**config.mk**
```make
export PLATFORM = sky130hd
export DESIGN_NAME = bitrev_spi_ctrl_flat
export DESIGN_NICKNAME = d
export VERILOG_FILES = /design/src/rtl/bitrev_spi_ctrl_if.sv /design/src/rtl/bitrev_spi_ctrl.sv /design/src/flat_wrapper.sv
export SDC_FILE = /design/constraint.sdc
export NUM_CORES = 1
export LEC_CHECK = 0
export CAP_MARGIN = 20
export CORE_UTILIZATION = 30
export DETAILED_ROUTE_END_ITERATION = 7
export GPL_ROUTABILITY_DRIVEN = 0
export SLEW_MARGIN = 30
export SYNTH_ARGS = -nofsm -noshare
export SYNTH_HDL_FRONTEND = slang
export SYNTH_SLANG_ARGS = --single-unit
```
**constraint.sdc**
```tcl
create_clock -name clk -period 6.9 [get_ports clk]
set_clock_uncertainty 0.05 [all_clocks]
set_input_delay 1.035 -clock clk [delete_from_list [all_inputs] [get_ports clk]]
set_output_delay 1.035 -clock clk [all_outputs]
set_load 0.01 [all_outputs]
```
**src/rtl/bitrev_spi_ctrl_if.sv**
```systemverilog
`default_nettype none
// +----------------------------------------------------------------------------+
// | bitrev_spi_ctrl_if : requester handshakes and SPI pins of bitrev_spi_ctrl    |
// | Revision 1.0                                                               |
// +----------------------------------------------------------------------------+
interface bitrev_spi_ctrl_if;
  logic       req0_valid;
  logic       req1_valid;
  logic [7:0] req0_data;
  logic [7:0] req1_data;
  logic       req0_ready;
  logic       req1_ready;
  logic       rsp0_valid;
  logic       rsp1_valid;
  logic [7:0] rsp0_data;
  logic [7:0] rsp1_data;
  logic       busy;
  logic       spi_sck;
  logic       spi_ss;
  logic       spi_mosi;
  logic       spi_miso;

  modport slave (
    input  req0_valid, req1_valid, req0_data, req1_data, spi_miso,
    output req0_ready, req1_ready, rsp0_valid, rsp1_valid,
           rsp0_data, rsp1_data, busy, spi_sck, spi_ss, spi_mosi
  );

  modport master (
    output req0_valid, req1_valid, req0_data, req1_data, spi_miso,
    input  req0_ready, req1_ready, rsp0_valid, rsp1_valid,
           rsp0_data, rsp1_data, busy, spi_sck, spi_ss, spi_mosi
  );
endinterface
`default_nettype wire

```
**src/rtl/bitrev_spi_ctrl.sv**
```systemverilog
`default_nettype none
// +----------------------------------------------------------------------------+
// | bitrev_spi_ctrl : two-port round-robin SPI master for the bit-reverse device |
// | Revision 1.0                                                               |
// +----------------------------------------------------------------------------+
module bitrev_spi_ctrl #(
  parameter int CLK_DIV = 2,
  parameter int SS_GAP  = 2
) (
  input  logic              clk,
  input  logic              rst_n,
  bitrev_spi_ctrl_if.slave  bus
);

  typedef enum logic [2:0] {
    S_IDLE  = 3'd0,
    S_SETUP = 3'd1,
    S_SHIFT = 3'd2,
    S_DONE  = 3'd3,
    S_GAP   = 3'd4
  } state_t;

  localparam logic [7:0] c_div_last = 8'(CLK_DIV - 1);
  localparam logic [7:0] c_gap_last = 8'(SS_GAP - 1);

  state_t     r_state;
  logic [7:0] r_div;
  logic [7:0] r_gap;
  logic [7:0] r_tx;
  logic [7:0] r_rx;
  logic [7:0] r_rsp0_data;
  logic [7:0] r_rsp1_data;
  logic [4:0] r_edge;
  logic       r_owner;
  logic       r_last;
  logic       r_sck;
  logic       r_ss;
  logic       r_mosi;
  logic       r_rsp0_valid;
  logic       r_rsp1_valid;

  logic       w_grant;
  logic       w_accept;
  logic       w_div_tc;
  logic [7:0] w_req_data;

  // With both or neither requesting, the port not served last wins.
  always_comb begin
    w_grant = ~r_last;
    if (bus.req0_valid && !bus.req1_valid) begin
      w_grant = 1'b0;
    end else if (!bus.req0_valid && bus.req1_valid) begin
      w_grant = 1'b1;
    end
    w_accept   = (r_state == S_IDLE) && (w_grant ? bus.req1_valid : bus.req0_valid);
    w_req_data = w_grant ? bus.req1_data : bus.req0_data;
  end

  assign w_div_tc       = (r_div == c_div_last);
  assign bus.req0_ready = (r_state == S_IDLE) && !w_grant;
  assign bus.req1_ready = (r_state == S_IDLE) && w_grant;
  assign bus.busy       = (r_state != S_IDLE);
  assign bus.spi_sck    = r_sck;
  assign bus.spi_ss     = r_ss;
  assign bus.spi_mosi   = r_mosi;
  assign bus.rsp0_valid = r_rsp0_valid;
  assign bus.rsp1_valid = r_rsp1_valid;
  assign bus.rsp0_data  = r_rsp0_data;
  assign bus.rsp1_data  = r_rsp1_data;

  always_ff @(posedge clk or negedge rst_n) begin
    if (!rst_n) begin
      r_state      <= S_IDLE;
      r_div        <= 8'd0;
      r_gap        <= 8'd0;
      r_tx         <= 8'd0;
      r_rx         <= 8'd0;
      r_rsp0_data  <= 8'd0;
      r_rsp1_data  <= 8'd0;
      r_edge       <= 5'd0;
      r_owner      <= 1'b0;
      r_last       <= 1'b1;
      r_sck        <= 1'b0;
      r_ss         <= 1'b1;
      r_mosi       <= 1'b0;
      r_rsp0_valid <= 1'b0;
      r_rsp1_valid <= 1'b0;
    end else begin
      r_rsp0_valid <= 1'b0;
      r_rsp1_valid <= 1'b0;
      case (r_state)
        S_IDLE: begin
          if (w_accept) begin
            r_tx    <= w_req_data;
            r_owner <= w_grant;
            r_last  <= w_grant;
            r_ss    <= 1'b0;
            r_mosi  <= w_req_data[7];
            r_div   <= 8'd0;
            r_edge  <= 5'd0;
            r_state <= S_SETUP;
          end
        end
        S_SETUP: begin
          if (w_div_tc) begin
            r_div   <= 8'd0;
            r_sck   <= 1'b1;
            r_edge  <= 5'd1;
            r_state <= S_SHIFT;
          end else begin
            r_div <= r_div + 8'd1;
          end
        end
        S_SHIFT: begin
          if (w_div_tc) begin
            r_div <= 8'd0;
            r_sck <= ~r_sck;
            if (!r_sck) begin
              // Rising edge: the reply occupies edges 9..16.
              r_edge <= r_edge + 5'd1;
              if (r_edge >= 5'd8) begin
                r_rx <= {r_rx[6:0], bus.spi_miso};
              end
            end else if (r_edge == 5'd16) begin
              r_ss    <= 1'b1;
              r_mosi  <= 1'b0;
              r_state <= S_DONE;
              if (r_owner) begin
                r_rsp1_valid <= 1'b1;
                r_rsp1_data  <= r_rx;
              end else begin
                r_rsp0_valid <= 1'b1;
                r_rsp0_data  <= r_rx;
              end
            end else begin
              // Falling edge: present the next request bit, then idle low.
              r_mosi <= (r_edge < 5'd8) ? r_tx[6] : 1'b0;
              r_tx   <= {r_tx[6:0], 1'b0};
            end
          end else begin
            r_div <= r_div + 8'd1;
          end
        end
        S_DONE: begin
          r_gap   <= 8'd0;
          r_state <= S_GAP;
        end
        S_GAP: begin
          if (r_gap == c_gap_last) begin
            r_state <= S_IDLE;
          end else begin
            r_gap <= r_gap + 8'd1;
          end
        end
        default: r_state <= S_IDLE;
      endcase
    end
  end

endmodule
`default_nettype wire

```
**src/flat_wrapper.sv**
```systemverilog
// flat-port wrapper written by rule: the top's interface ports become plain ports
module bitrev_spi_ctrl_flat 
#(
  parameter int CLK_DIV = 2,
  parameter int SS_GAP  = 2
)
  (clk, rst_n, bus_req0_valid, bus_req1_valid, bus_req0_data, bus_req1_data, bus_spi_miso, bus_req0_ready, bus_req1_ready, bus_rsp0_valid, bus_rsp1_valid, bus_rsp0_data, bus_rsp1_data, bus_busy, bus_spi_sck, bus_spi_ss, bus_spi_mosi);
  bitrev_spi_ctrl_if bus_i ();
  input  logic clk;
  input  logic rst_n;
  input wire logic [$bits(bus_i.req0_valid)-1:0] bus_req0_valid;
  input wire logic [$bits(bus_i.req1_valid)-1:0] bus_req1_valid;
  input wire logic [$bits(bus_i.req0_data)-1:0] bus_req0_data;
  input wire logic [$bits(bus_i.req1_data)-1:0] bus_req1_data;
  input wire logic [$bits(bus_i.spi_miso)-1:0] bus_spi_miso;
  output wire logic [$bits(bus_i.req0_ready)-1:0] bus_req0_ready;
  output wire logic [$bits(bus_i.req1_ready)-1:0] bus_req1_ready;
  output wire logic [$bits(bus_i.rsp0_valid)-1:0] bus_rsp0_valid;
  output wire logic [$bits(bus_i.rsp1_valid)-1:0] bus_rsp1_valid;
  output wire logic [$bits(bus_i.rsp0_data)-1:0] bus_rsp0_data;
  output wire logic [$bits(bus_i.rsp1_data)-1:0] bus_rsp1_data;
  output wire logic [$bits(bus_i.busy)-1:0] bus_busy;
  output wire logic [$bits(bus_i.spi_sck)-1:0] bus_spi_sck;
  output wire logic [$bits(bus_i.spi_ss)-1:0] bus_spi_ss;
  output wire logic [$bits(bus_i.spi_mosi)-1:0] bus_spi_mosi;
  assign bus_i.req0_valid = bus_req0_valid;
  assign bus_i.req1_valid = bus_req1_valid;
  assign bus_i.req0_data = bus_req0_data;
  assign bus_i.req1_data = bus_req1_data;
  assign bus_i.spi_miso = bus_spi_miso;
  assign bus_req0_ready = bus_i.req0_ready;
  assign bus_req1_ready = bus_i.req1_ready;
  assign bus_rsp0_valid = bus_i.rsp0_valid;
  assign bus_rsp1_valid = bus_i.rsp1_valid;
  assign bus_rsp0_data = bus_i.rsp0_data;
  assign bus_rsp1_data = bus_i.rsp1_data;
  assign bus_busy = bus_i.busy;
  assign bus_spi_sck = bus_i.spi_sck;
  assign bus_spi_ss = bus_i.spi_ss;
  assign bus_spi_mosi = bus_i.spi_mosi;
  bitrev_spi_ctrl #(.CLK_DIV(CLK_DIV), .SS_GAP(SS_GAP)) u_core (.clk(clk), .rst_n(rst_n), .bus(bus_i));
endmodule
```
# After elaboration in Yosys (flattened, before gate mapping)
# Index checks and enable logic that the tools add are counted.
# totals
register_bits,62
# op_classes
magnitude_cmp,2
eq_ne,16
bitwise,3
muxes,50
n_reduce_logical,28
add_sub_neg,3
# op_table
operator,count
8-bit two-way mux,4
8-bit case mux with 2 select lines,2
7-bit two-way mux,4
5-bit AND reduction,5
1-bit two-way mux,24
5-bit two-way mux,4
3-bit two-way mux,6
8-bit by 1-bit adder with 8-bit output (second input constant),2
8-bit by 1-bit equality test with 1-bit output (second input constant),2
3-bit case mux with 5 select lines,1
5-bit case mux with 3 select lines,1
7-bit case mux with 2 select lines,1
2-bit by 1-bit != test with 1-bit output (second input constant),6
4-bit AND reduction,2
2-bit nonzero test,4
3-bit by 2-bit equality test with 1-bit output (second input constant),2
2-bit != test (second input constant),3
1-bit case mux with 2 select lines,3
2-bit AND reduction,3
6-bit AND reduction,1
3-bit nonzero test,2
5-bit by 1-bit adder with 5-bit output (second input constant),1
5-bit equality test (second input constant),1
5-bit by 4-bit >= comparator with 1-bit output (second input constant),1
other kinds (9),17

# Longest topological paths before layout
# Gate-level depths: netlist (run 1).
# depth
ltp_word,8
mapped_depth,7
mapped_depth_nobuf,7

# Least setup slack after synthesis (run 1)
# OpenSTA, ideal clock, no wires.
# synth_timing
path_kind,input-to-output
from,input port bus_req0_valid
to,output port bus_req1_ready
setup_slack_ns,3.932
t_required_ns,5.815
arrival_time_ns,1.883
n_path_buf,2
stages,4
cell_sequence,clkbuf_1 > or2_2 > clkbuf_1 > a21oi_1
# synth_via
elab_chain_len,5
# synth_rtl
element,line_no,source
from (decl),flat_wrapper.sv:11,input wire logic [$bits(bus_i.req0_valid)-1:0] bus_req0_valid;
1-bit logical NOT,bitrev_spi_ctrl.sv:52,end else if (!bus.req0_valid && bus.req1_valid) begin
1-bit logical AND,bitrev_spi_ctrl.sv:52,
1-bit two-way mux,bitrev_spi_ctrl.sv:52,
1-bit two-way mux (*),bitrev_spi_ctrl.sv:50,if (bus.req0_valid && !bus.req1_valid) begin
1-bit logical AND (*),bitrev_spi_ctrl.sv:61,assign bus.req1_ready = (r_state == S_IDLE) && w_grant;
to (decl),flat_wrapper.sv:17,output wire logic [$bits(bus_i.req1_ready)-1:0] bus_req1_ready;
# Every way passes the cells marked *; elsewhere a longest branch is shown, timed or not.

# Final worst setup path (run 1)
# layout_timing
from,input port bus_req1_valid
to,output port bus_req0_ready
# layout_via
elab_chain_len,5
# layout_rtl
element,line_no,source
from (decl),flat_wrapper.sv:12,input wire logic [$bits(bus_i.req1_valid)-1:0] bus_req1_valid;
1-bit logical AND or 1-bit logical NOT (tied branches),"bitrev_spi_ctrl.sv:52, bitrev_spi_ctrl.sv:50",
1-bit two-way mux or 1-bit logical AND (tied branches),"bitrev_spi_ctrl.sv:52, bitrev_spi_ctrl.sv:50",
1-bit two-way mux (*),bitrev_spi_ctrl.sv:50,
1-bit logical NOT (*),bitrev_spi_ctrl.sv:60,assign bus.req0_ready = (r_state == S_IDLE) && !w_grant;
1-bit logical AND (*),bitrev_spi_ctrl.sv:60,
to (decl),flat_wrapper.sv:16,output wire logic [$bits(bus_i.req0_ready)-1:0] bus_req0_ready;
# Marked as above.

==> reports/results.tsv, run 1 <==
stage	metric	value	unit
floorplanning	Rows	37	
synth	Mapped Area	0.003169	mm²
cts	Max clock buf depth	2	
grt	overflow left after global routing	0	
placement	IO Port Bufs	44	
synth	Yosys cell types	59	
finish	Area growth, synth to finish	23.69	%
critical_path	FF-to-FF End	u_core.r_rx[5]	
synth	Yosys reg bits	62	
synth	register area share after synthesis	0.4903	
detailed_routing	DRC viols	0	
timing	Worst slew margin	0.4647	
worst_hold_path	startpoint of the worst hold path	u_core.bus.spi_ss	
worst_hold_path	worst min-delay path category	reg2reg	
power_and_ir_drop	Leak Pwr	1.709	nW
detailed_routing	Antenna Nets Post-Route	0	
grt	gr usage total	0.1320	
cts	clock sink count	62	
placement	DP HPWL	4.565	mm
floorplanning	initial core utilization	0.3084	
detailed_routing	routed len/inst	13.67	µm
detailed_routing	drt total wl	6.588	mm
detailed_routing	via count	2389	
synth	number of synthesized flops with an enable pin	0	
cts	H-tree levels	3	
synth	Async S/R FF share, synth	1.000	
cts	Reg clk slew, reported paths	0.07	ns
critical_path	cell mode on critical path	clkdlybuf4s50_1	
floorplanning	die area	0.01098	mm²
critical_path	Worst Path Max Fanout	10	
timing	setup TNS	0	ns
detailed_routing	DR vias/cell	4.956	
timing	post-route setup slack	3.004	ns
grt	largest net degree at the start of global routing	63	
finish	# diodes	0	
cts	Post-CTS Repair Setup Buffers	0	
timing	Slew @ Worst Pin	0.8029	ns
cts	TritonCTS buffer count	9	
finish	share of cells above drive strength 1	0.1850	
floorplanning	IO Count	45	
detailed_routing	initial DRC count	126	
timing	final max-slew violation count	0	
floorplanning	die height	104.8	µm
synth	synthesized area per cell	10.71	µm²
synth	Synth warnings	0	
job	Max-Cap Viols	0	
timing	period utilisation layout	0.5647	
floorplanning	Die Width	104.8	µm
grt	vias in the first global route	2329	
timing	fin crit period	3.896	ns
timing	count of final setup violators	0	
cts	worst skew pair latency	0.34	ns
synth	Mapped Cells	296	
synth	Synthesized Nets	323	
timing	final hold vios	0	
worst_hold_path	WHS Path Cells	2	
critical_path	Worst Path Buf+Inv	2	
timing	unrepaired setup endpoints after global routing	false	
critical_path	R2R setup slack	4.22	ns
synth	Synth Flop Type	dfrtp_1	
cts	root buffer cell	clkbuf_8	
critical_path	class of the most critical setup path	in2out	
floorplanning	core box area	0.01028	mm²
cts	CTS resizes	0	
placement	pre-CTS setup slack	3.037	ns
critical_path	delay-heaviest family, CP	buffers and inverters	
power_and_ir_drop	Peak VDD IR	0.06586	mV
power_and_ir_drop	PD cells	174.1	mW/mm²
critical_path	critical path cell sequence	clkdlybuf4s50_1 > a21boi_1 > nor3_1 > clkdlybuf4s50_1	
critical_path	capturing element type of the critical path	primary output	
finish	nets	368	
critical_path	CP required	5.81	ns
timing	f_max	256.7	MHz
grt	global-route wire length before repair	11.40	mm
critical_path	Reg2Reg Depth	6	
cts	cts-stage hold buffer count	0	
outcome	status	finished clean	
critical_path	Max stage delay cell, worst path	clkdlybuf4s50_1	
worst_hold_path	Hold EP	u_core.bus.spi_ss	
grt	initial antenna violation count	0	
critical_path	Worst R2R Start	u_core.r_div[1]	
detailed_routing	drt first pass iters	4	
critical_path	Worst Setup Start Kind	input port	
cts	CTS tree	yes	
critical_path	critical path's largest stage delay	0.59	ns
critical_path	Crit path arrival time	2.81	ns
-- final cells by class --
class / instances / area (µm²)
clock inverters: 7 / 48.80
repair buffers: 47 / 457.9
multi-input cells: 209 / 1520
well taps: 136 / 170.2
inverters: 12 / 45.04
flip-flops and latches: 62 / 1554
fillers: 1029 / 6357
clock buffers: 9 / 123.9
-- cell families (layout without fill, tap and decap cells) --
group | after synthesis | in the layout | share of synthesized area
adders and majority gates | 6 | 6 | 0.02369
and+or+nand+nor | 93 | 93 | 0.1694
buffers and inverters | 25 | 75 | 0.03000
DFF | 62 | 62 | 0.4903
AOI/OAI and AO/OA | 67 | 67 | 0.1417
xor gates and xnor gates | 8 | 8 | 0.02211
muxes | 35 | 35 | 0.1228
-- worst reg2reg max path, cell delays in order (launching register included) --
cell and delay (ns):
dfrtp_1 0.42, inv_1 0.07, ha_1 0.17, or4b_4 0.51
or3_4 0.44, nor4_4 0.51, mux2_2 0.39
-- Yosys cell counts, drive strengths merged, types with 2 or more instances --
cell type / number / share of area
xor2: 7 / 0.019
nand3b: 2 / 0.0047
nand2: 9 / 0.011
o21ai: 18 / 0.028
or3: 7 / 0.016
dfstp: 2 / 0.017
ha: 6 / 0.024
a21bo: 2 / 0.0063
mux2: 31 / 0.11
and2: 2 / 0.0039
nor2: 23 / 0.027
and3: 5 / 0.010
nand3: 16 / 0.025
dfrtp: 60 / 0.47
a31oi: 7 / 0.014
mux2i: 4 / 0.013
a21oi: 12 / 0.019
a22o: 5 / 0.014
inv: 12 / 0.014
nand2b: 6 / 0.012
clkbuf: 12 / 0.014
and3b: 2 / 0.0055
a21o: 3 / 0.0071
o2111ai: 2 / 0.0055
a21boi: 2 / 0.0047
nand4b: 2 / 0.0055
or4b: 2 / 0.0075
nor2b: 2 / 0.0039
nor3b: 2 / 0.0047
nor3: 6 / 0.0095
o211ai: 3 / 0.0071
-- routing by layer --
metal  vias up  wire [µm]  GRT usage
li1       1182          -          -
met4         0         89    0.06137
met3         8        339    0.03369
met1      1143       3239     0.1789
met2        56       2920     0.1968
met5         -          0          0
-- through the flow --
step           instances  instance area (µm²)  hold slack, ns  utilization  total power, W
5_1_grt              482                 3920          0.4603       0.3814       0.0007161
6_report             482                 3920          0.4319       0.3814       0.0006826
4_1_cts              482                 3920          0.4354       0.3814       0.0006931
3_3_place_gp         466                 3747          0.4275       0.3646       0.0004105
2_1_floorplan        296                 3169          0.4121            -       0.0003875
3_5_place_dp         466                 3747          0.4148       0.3646       0.0004103
-- sequential cells by signal (all words and copies together) (netlist names) --
| name | flops |
|---|---|
| u_core.bus.rsp0_data | 8 |
| u_core.bus.rsp0_valid | 1 |
| u_core.bus.rsp1_data | 8 |
| u_core.bus.rsp1_valid | 1 |
| u_core.bus.spi_mosi | 1 |
| u_core.bus.spi_sck | 1 |
| u_core.bus.spi_ss | 1 |
| u_core.r_div | 8 |
| u_core.r_edge | 5 |
| u_core.r_gap | 8 |
| u_core.r_last | 1 |
| u_core.r_owner | 1 |
| u_core.r_rx | 8 |
| u_core.r_state | 3 |
| u_core.r_tx | 7 |
-- cell usage in the layout (no fill, tap or decap), types with 3 or more instances in the layout --
| master | Yosys | routed |
|---|---|---|
| nor2_1 | 23 | 23 |
| nand3_1 | 16 | 16 |
| clkdlybuf4s50_1 | 0 | 43 |
| mux2_2 | 31 | 31 |
| nand2_1 | 9 | 9 |
| mux2i_1 | 4 | 4 |
| a21oi_1 | 12 | 12 |
| or3_1 | 5 | 5 |
| and3_1 | 4 | 4 |
| buf_4 | 0 | 3 |
| xor2_1 | 7 | 7 |
| clkbuf_8 | 0 | 9 |
| inv_1 | 12 | 12 |
| nor3_1 | 6 | 6 |
| o211ai_1 | 3 | 3 |
| dfrtp_1 | 60 | 60 |
| a21o_1 | 3 | 3 |
| a31oi_1 | 7 | 7 |
| nand2b_1 | 6 | 6 |
| ha_1 | 6 | 6 |
| clkinv_2 | 0 | 3 |
| o21ai_0 | 18 | 18 |
| a22o_1 | 5 | 5 |
-- power breakdown --
part	switching (W)	internal (W)
Clock	0.000149	0.000130
Sequential	0.00000206	0.000367
Combinational	0.0000171	0.0000168
Total	0.000168	0.000514
-- worst max-delay path by stage --
stage	to	slack, ns	from	cells after the start
after floorplan	bus_req1_ready	3.93	bus_req0_valid	4
after global placement	bus_req1_ready	3.10	bus_req0_valid	4
after detailed placement	bus_req0_ready	3.04	bus_req1_valid	4
after CTS	bus_req0_ready	3.04	bus_req1_valid	4
after global routing	bus_req0_ready	2.92	bus_req1_valid	4
final	bus_req0_ready	3.00	bus_req1_valid	4
Note: power is estimated with default switching activity, not from simulation.
==> run 2: changes to the inputs <==
clock period = 3.2 ns   (was 6.9 ns; I/O delays follow)
==> reports/results.tsv, run 2 (synthesized netlist as in run 1, its figures left out) <==
stage	metric	value	unit
critical_path	cell mode on critical path	clkdlybuf4s50_1	
cts	clock sink count	62	
grt	vias in the first global route	2362	
cts	CTS resizes	0	
cts	Max clock buf depth	2	
floorplanning	die height	104.8	µm
cts	H-tree levels	3	
detailed_routing	DR vias/cell	5.010	
cts	cts-stage hold buffer count	0	
floorplanning	die area	0.01098	mm²
cts	root buffer cell	clkbuf_8	
timing	count of final setup violators	0	
timing	fin crit period	2.774	ns
finish	Final Util	0.3903	
finish	number of fill cells in the layout	1041	
critical_path	critical path's largest stage delay	0.59	ns
cts	TritonCTS buffer count	9	
grt	gr usage total	0.1297	
finish	nets	373	
finish	most frequent cells in the layout	dfrtp_1, clkdlybuf4s50_1, mux2_2	
critical_path	Worst Setup Start Kind	input port	
cts	Post-CTS Repair Setup Buffers	0	
placement	IO Port Bufs	44	
detailed_routing	via count	2440	
timing	setup TNS	0	ns
detailed_routing	drt first pass iters	4	
timing	Worst slew margin	0.5086	
finish	multi-input logic area	0.001520	mm²
detailed_routing	routed len/inst	13.71	µm
grt	initial antenna violation count	0	
critical_path	Crit path arrival time	2.24	ns
power_and_ir_drop	Leak Pwr	1.760	nW
critical_path	critical path cell sequence	clkdlybuf4s50_1 > a21boi_1 > nor3_1 > clkdlybuf4s50_1	
finish	share of cells above drive strength 1	0.1966	
power_and_ir_drop	Peak VDD IR	0.1838	mV
grt	largest net degree at the start of global routing	27	
outcome	status	finished clean	
worst_hold_path	worst min-delay path category	in2async	
floorplanning	core box area	0.01028	mm²
critical_path	delay-heaviest family, CP	buffers and inverters	
grt	overflow left after global routing	0	
finish	commonest non-fill, non-tap cell in the layout	dfrtp_1	
floorplanning	Rows	37	
timing	final max-slew violation count	0	
job	Max-Cap Viols	0	
detailed_routing	initial DRC count	134	
floorplanning	initial core utilization	0.3084	
placement	DP HPWL	4.837	mm
grt	global-route wire length before repair	11.34	mm
finish	Area growth, synth to finish	26.57	%
critical_path	Max stage delay cell, worst path	clkdlybuf4s50_1	
critical_path	Worst Path Max Fanout	10	
power_and_ir_drop	PD cells	412.5	mW/mm²
timing	Slew @ Worst Pin	0.7269	ns
detailed_routing	DRC viols	0	
critical_path	Worst Path Buf+Inv	2	
timing	f_max	360.4	MHz
timing	final hold vios	0	
detailed_routing	drt total wl	6.675	mm
finish	Sequential Area	0.001554	mm²
floorplanning	Die Width	104.8	µm
critical_path	capturing element type of the critical path	primary output	
timing	unrepaired setup endpoints after global routing	false	
timing	period utilisation layout	0.8670	
cts	CTS tree	yes	
cts	Reg clk slew, reported paths	0.09	ns
critical_path	class of the most critical setup path	in2out	
critical_path	CP required	2.67	ns
detailed_routing	Antenna Nets Post-Route	0	
finish	# diodes	0	
cts	worst skew pair latency	0.35	ns
floorplanning	IO Count	45	
-- run 2: worst register-to-register path, cell delays in order, from the launching register on --
cell,delay [ns]
dfrtp_1,0.42
inv_1,0.07
ha_1,0.15
or4b_4,0.50
or3_4,0.43
nor4_4,0.52
mux2_2,0.39
-- run 2: layout make-up --
class                   count  share of cell area
clock buffers               9             0.03088
inverters                  12             0.01123
repair buffers             52              0.1235
well taps                 136             0.04242
flip-flops and latches     62              0.3874
clock inverters             7             0.02558
multi-input cells         209              0.3790
-- run 2: layer usage --
metal / vias up / share of wire / wire length [µm] / track usage
met1: 1199 / 0.46 / 3063 / 0.1582
li1: 1188 / - / - / -
met4: 0 / 0.010 / 68 / 0.03924
met2: 46 / 0.48 / 3234 / 0.2185
met5: - / 0 / 0 / 0
met3: 7 / 0.046 / 309 / 0.04055
-- run 2: metrics by stage --
stage,cell area (µm²),hold slack (ns),power [W],setup slack (ns),std cells
after floorplan,3169,0.1344,0.0008355,0.7680,296
after global placement,3785,0.4091,0.0008848,0.5055,471
after detailed placement,3785,0.4196,0.0008859,0.4253,471
after CTS,4011,0.1045,0.001676,0.4276,487
after global routing,4011,0.1337,0.001719,0.2982,487
final,4011,0.09314,0.001655,0.4255,487
-- run 2: report_power, final --
| part | switching, W | internal, W | leakage (nW) |
|---|---|---|---|
| sequential | 0.00000418 | 0.000791 | 0.803 |
| clock | 0.000335 | 0.000451 | 0.117 |
| combinational | 0.0000367 | 0.0000371 | 0.841 |
| total | 0.000376 | 0.00128 | 1.76 |
-- run 2: path summary, 6_finish.rpt --
check | from | endpoint | slack, ns | cells after the start
min reg2reg | u_core.bus.spi_ss | u_core.bus.spi_ss | 0.43 | 2
max | bus_req1_valid | bus_req0_ready | 0.43 | 4
min in group clk | u_core.bus.spi_ss | u_core.bus.spi_ss | 0.43 | 2
max reg2reg | u_core.r_div[1] | u_core.r_rx[4] | 0.56 | 6
max in group asynchronous | rst_n | u_core.bus.rsp1_data[4] | 2.28 | 2
min | rst_n | u_core.r_state[0] | 0.09 | 1
==> run 3: changes to the inputs <==
ABC_AREA = 0   (was unset)
GPL_TIMING_DRIVEN = 0   (was unset)
SETUP_SLACK_MARGIN = 0.3   (was unset)
==> reports/results.tsv, run 3 (synthesized netlist as in run 1, its figures left out) <==
stage	metric	value	unit
floorplanning	Die Width	104.8	µm
finish	# diodes	0	
floorplanning	initial core utilization	0.3084	
timing	period utilisation layout	0.8492	
critical_path	critical path cell sequence	clkdlybuf4s50_1 > a21bo_1 > a21oi_1 > clkdlybuf4s50_1	
placement	IO Port Bufs	43	
timing	unrepaired setup endpoints after global routing	false	
power_and_ir_drop	Sw Share	0.2346	
timing	setup TNS	0	ns
cts	H-tree levels	3	
timing	Worst slew margin	0.4395	
power_and_ir_drop	Int Power	0.001190	W
worst_hold_path	WHS Path Cells	2	
finish	number of fill cells in the layout	1033	
critical_path	critical path's largest stage delay	0.63	ns
grt	largest net degree at the start of global routing	44	
critical_path	capturing element type of the critical path	primary output	
timing	final max-slew violation count	0	
critical_path	cell mode on critical path	clkdlybuf4s50_1	
timing	f_max	368.0	MHz
timing	post-route setup slack	0.4827	ns
worst_hold_path	startpoint of the worst hold path	u_core.bus.spi_ss	
critical_path	Max stage delay cell, worst path	clkdlybuf4s50_1	
detailed_routing	DRC viols	0	
finish	commonest non-fill, non-tap cell in the layout	dfrtp_1	
floorplanning	core box area	0.01028	mm²
critical_path	FF-to-FF End	u_core.r_rx[2]	
timing	Slew @ Worst Pin	0.8291	ns
critical_path	class of the most critical setup path	in2out	
placement	DP HPWL	4.802	mm
timing	final hold vios	0	
cts	CTS tree	yes	
power_and_ir_drop	sequential share of power	0.512	
detailed_routing	drt total wl	6.784	mm
worst_hold_path	Hold EP	u_core.bus.spi_ss	
critical_path	Worst Setup Start Kind	input port	
job	Max-Cap Viols	0	
outcome	status	finished clean	
timing	count of final setup violators	0	
detailed_routing	drt first pass iters	4	
critical_path	Worst R2R Start	u_core.r_div[1]	
timing	fin crit period	2.717	ns
critical_path	delay-heaviest family, CP	buffers and inverters	
cts	worst skew pair latency	0.34	ns
grt	overflow left after global routing	0	
critical_path	Reg2Reg Depth	6	
cts	Post-CTS Repair Setup Buffers	0	
grt	vias in the first global route	2389	
finish	Area growth, synth to finish	26.37	%
cts	root buffer cell	clkbuf_8	
finish	Final Instance Area	0.004005	mm²
finish	share of cells above drive strength 1	0.1821	
placement	Post-DP Area	0.003795	mm²
cts	clock sink count	62	
detailed_routing	via count	2470	
power_and_ir_drop	Leak Pwr	1.738	nW
power_and_ir_drop	Peak VDD IR	0.1555	mV
floorplanning	die height	104.8	µm
floorplanning	die area	0.01098	mm²
critical_path	Crit path arrival time	2.19	ns
critical_path	Worst Path Buf+Inv	2	
finish	most frequent cells in the layout	dfrtp_1, clkdlybuf4s50_1, mux2_2	
detailed_routing	DR vias/cell	5.010	
power_and_ir_drop	Clock Power Share	0.440	
grt	initial antenna violation count	0	
grt	global-route wire length before repair	11.65	mm
floorplanning	Rows	37	
placement	pre-CTS setup slack	0.3585	ns
cts	Max clock buf depth	2	
critical_path	R2R setup slack	0.51	ns
cts	TritonCTS buffer count	9	
critical_path	Worst Path Max Fanout	8	
power_and_ir_drop	net switching power	0.0003647	W
detailed_routing	routed len/inst	13.76	µm
timing	hold_ws	0.4227	ns
power_and_ir_drop	PD cells	388.2	mW/mm²
detailed_routing	initial DRC count	130	
grt	gr usage total	0.1332	
power_and_ir_drop	Logic pwr share	0.049	
finish	nets	379	
floorplanning	IO Count	45	
critical_path	CP required	2.67	ns
cts	Reg clk slew, reported paths	0.07	ns
detailed_routing	Antenna Nets Post-Route	0	
worst_hold_path	worst min-delay path category	reg2reg	
run 3: changes by cell type in the layout (fill, tap and decap cells not counted), moves of 2 or more:
cell,delta
buf_4,-7
clkbuf_1,+12
clkinvlp_4,+2
inv_6,-2
run 3: layer usage:
layer,vias up,global-route usage,wire (µm),part of all wire
met5,-,0,0,0
met4,0,0.03622,54,0.0080
met3,9,0.03930,322,0.047
met2,63,0.1982,3039,0.45
met1,1204,0.1877,3368,0.50
li1,1194,-,-,-
run 3: worst register-to-register path, cell delays in order (launching register included):
cell	delay (ns)
dfrtp_1	0.42
inv_1	0.07
ha_1	0.16
or4b_4	0.51
or3_4	0.43
nor4_4	0.53
mux2_2	0.40
run 3: worst max path at each step:
| stage | from | slack, ns | cells past startpoint | to |
|---|---|---|---|---|
| floorplan | u_core.r_div[1] | 0.77 | 6 | u_core.r_rx[0] |
| global placement | rst_n | -0.45 | 1 | u_core.r_owner |
| detailed placement | bus_req1_valid | 0.36 | 4 | bus_req0_ready |
| CTS | bus_req1_valid | 0.35 | 4 | bus_req0_ready |
| global route | bus_req1_valid | 0.39 | 4 | bus_req1_ready |
| finish | bus_req1_valid | 0.48 | 4 | bus_req1_ready |
run 3: repair_timing:
action | in CTS | in global routing
hold endpoints to repair | 18 | 0
hold buffers | 1 | 0
setup endpoints to repair | 0 | 1
resized for setup | 0 | 1
run 3: stage by stage:
stage,utilization,total power [W],instances
4_1_cts,0.3893,0.001584,493
2_1_floorplan,-,0.0008355,296
5_1_grt,0.3897,0.001629,493
3_5_place_dp,0.3692,0.0008868,476
6_report,0.3897,0.001555,493
3_3_place_gp,0.3668,0.0008835,475
run 3: layout make-up:
class / instances / area, µm² / share of cell area
plain buffers: 13 / 50.05 / 0.01250
inverters: 12 / 45.04 / 0.01125
repair buffers: 45 / 457.9 / 0.1143
clock inverters: 7 / 72.57 / 0.01812
clock buffers: 9 / 123.9 / 0.03093
well taps: 136 / 170.2 / 0.04249
multi-input cells: 209 / 1531 / 0.3824
flip-flops and latches: 62 / 1554 / 0.3880
run 3: power groups by stage:
stage / clock, W / sequential (W) / combinational (W)
final: 0.000683 / 0.000795 / 0.0000760
after global placement: 0 / 0.000811 / 0.0000730
after floorplan: 0 / 0.000810 / 0.0000257
after detailed placement: 0 / 0.000810 / 0.0000764
after global routing: 0.000747 / 0.000796 / 0.0000863
after CTS: 0.000711 / 0.000795 / 0.0000779
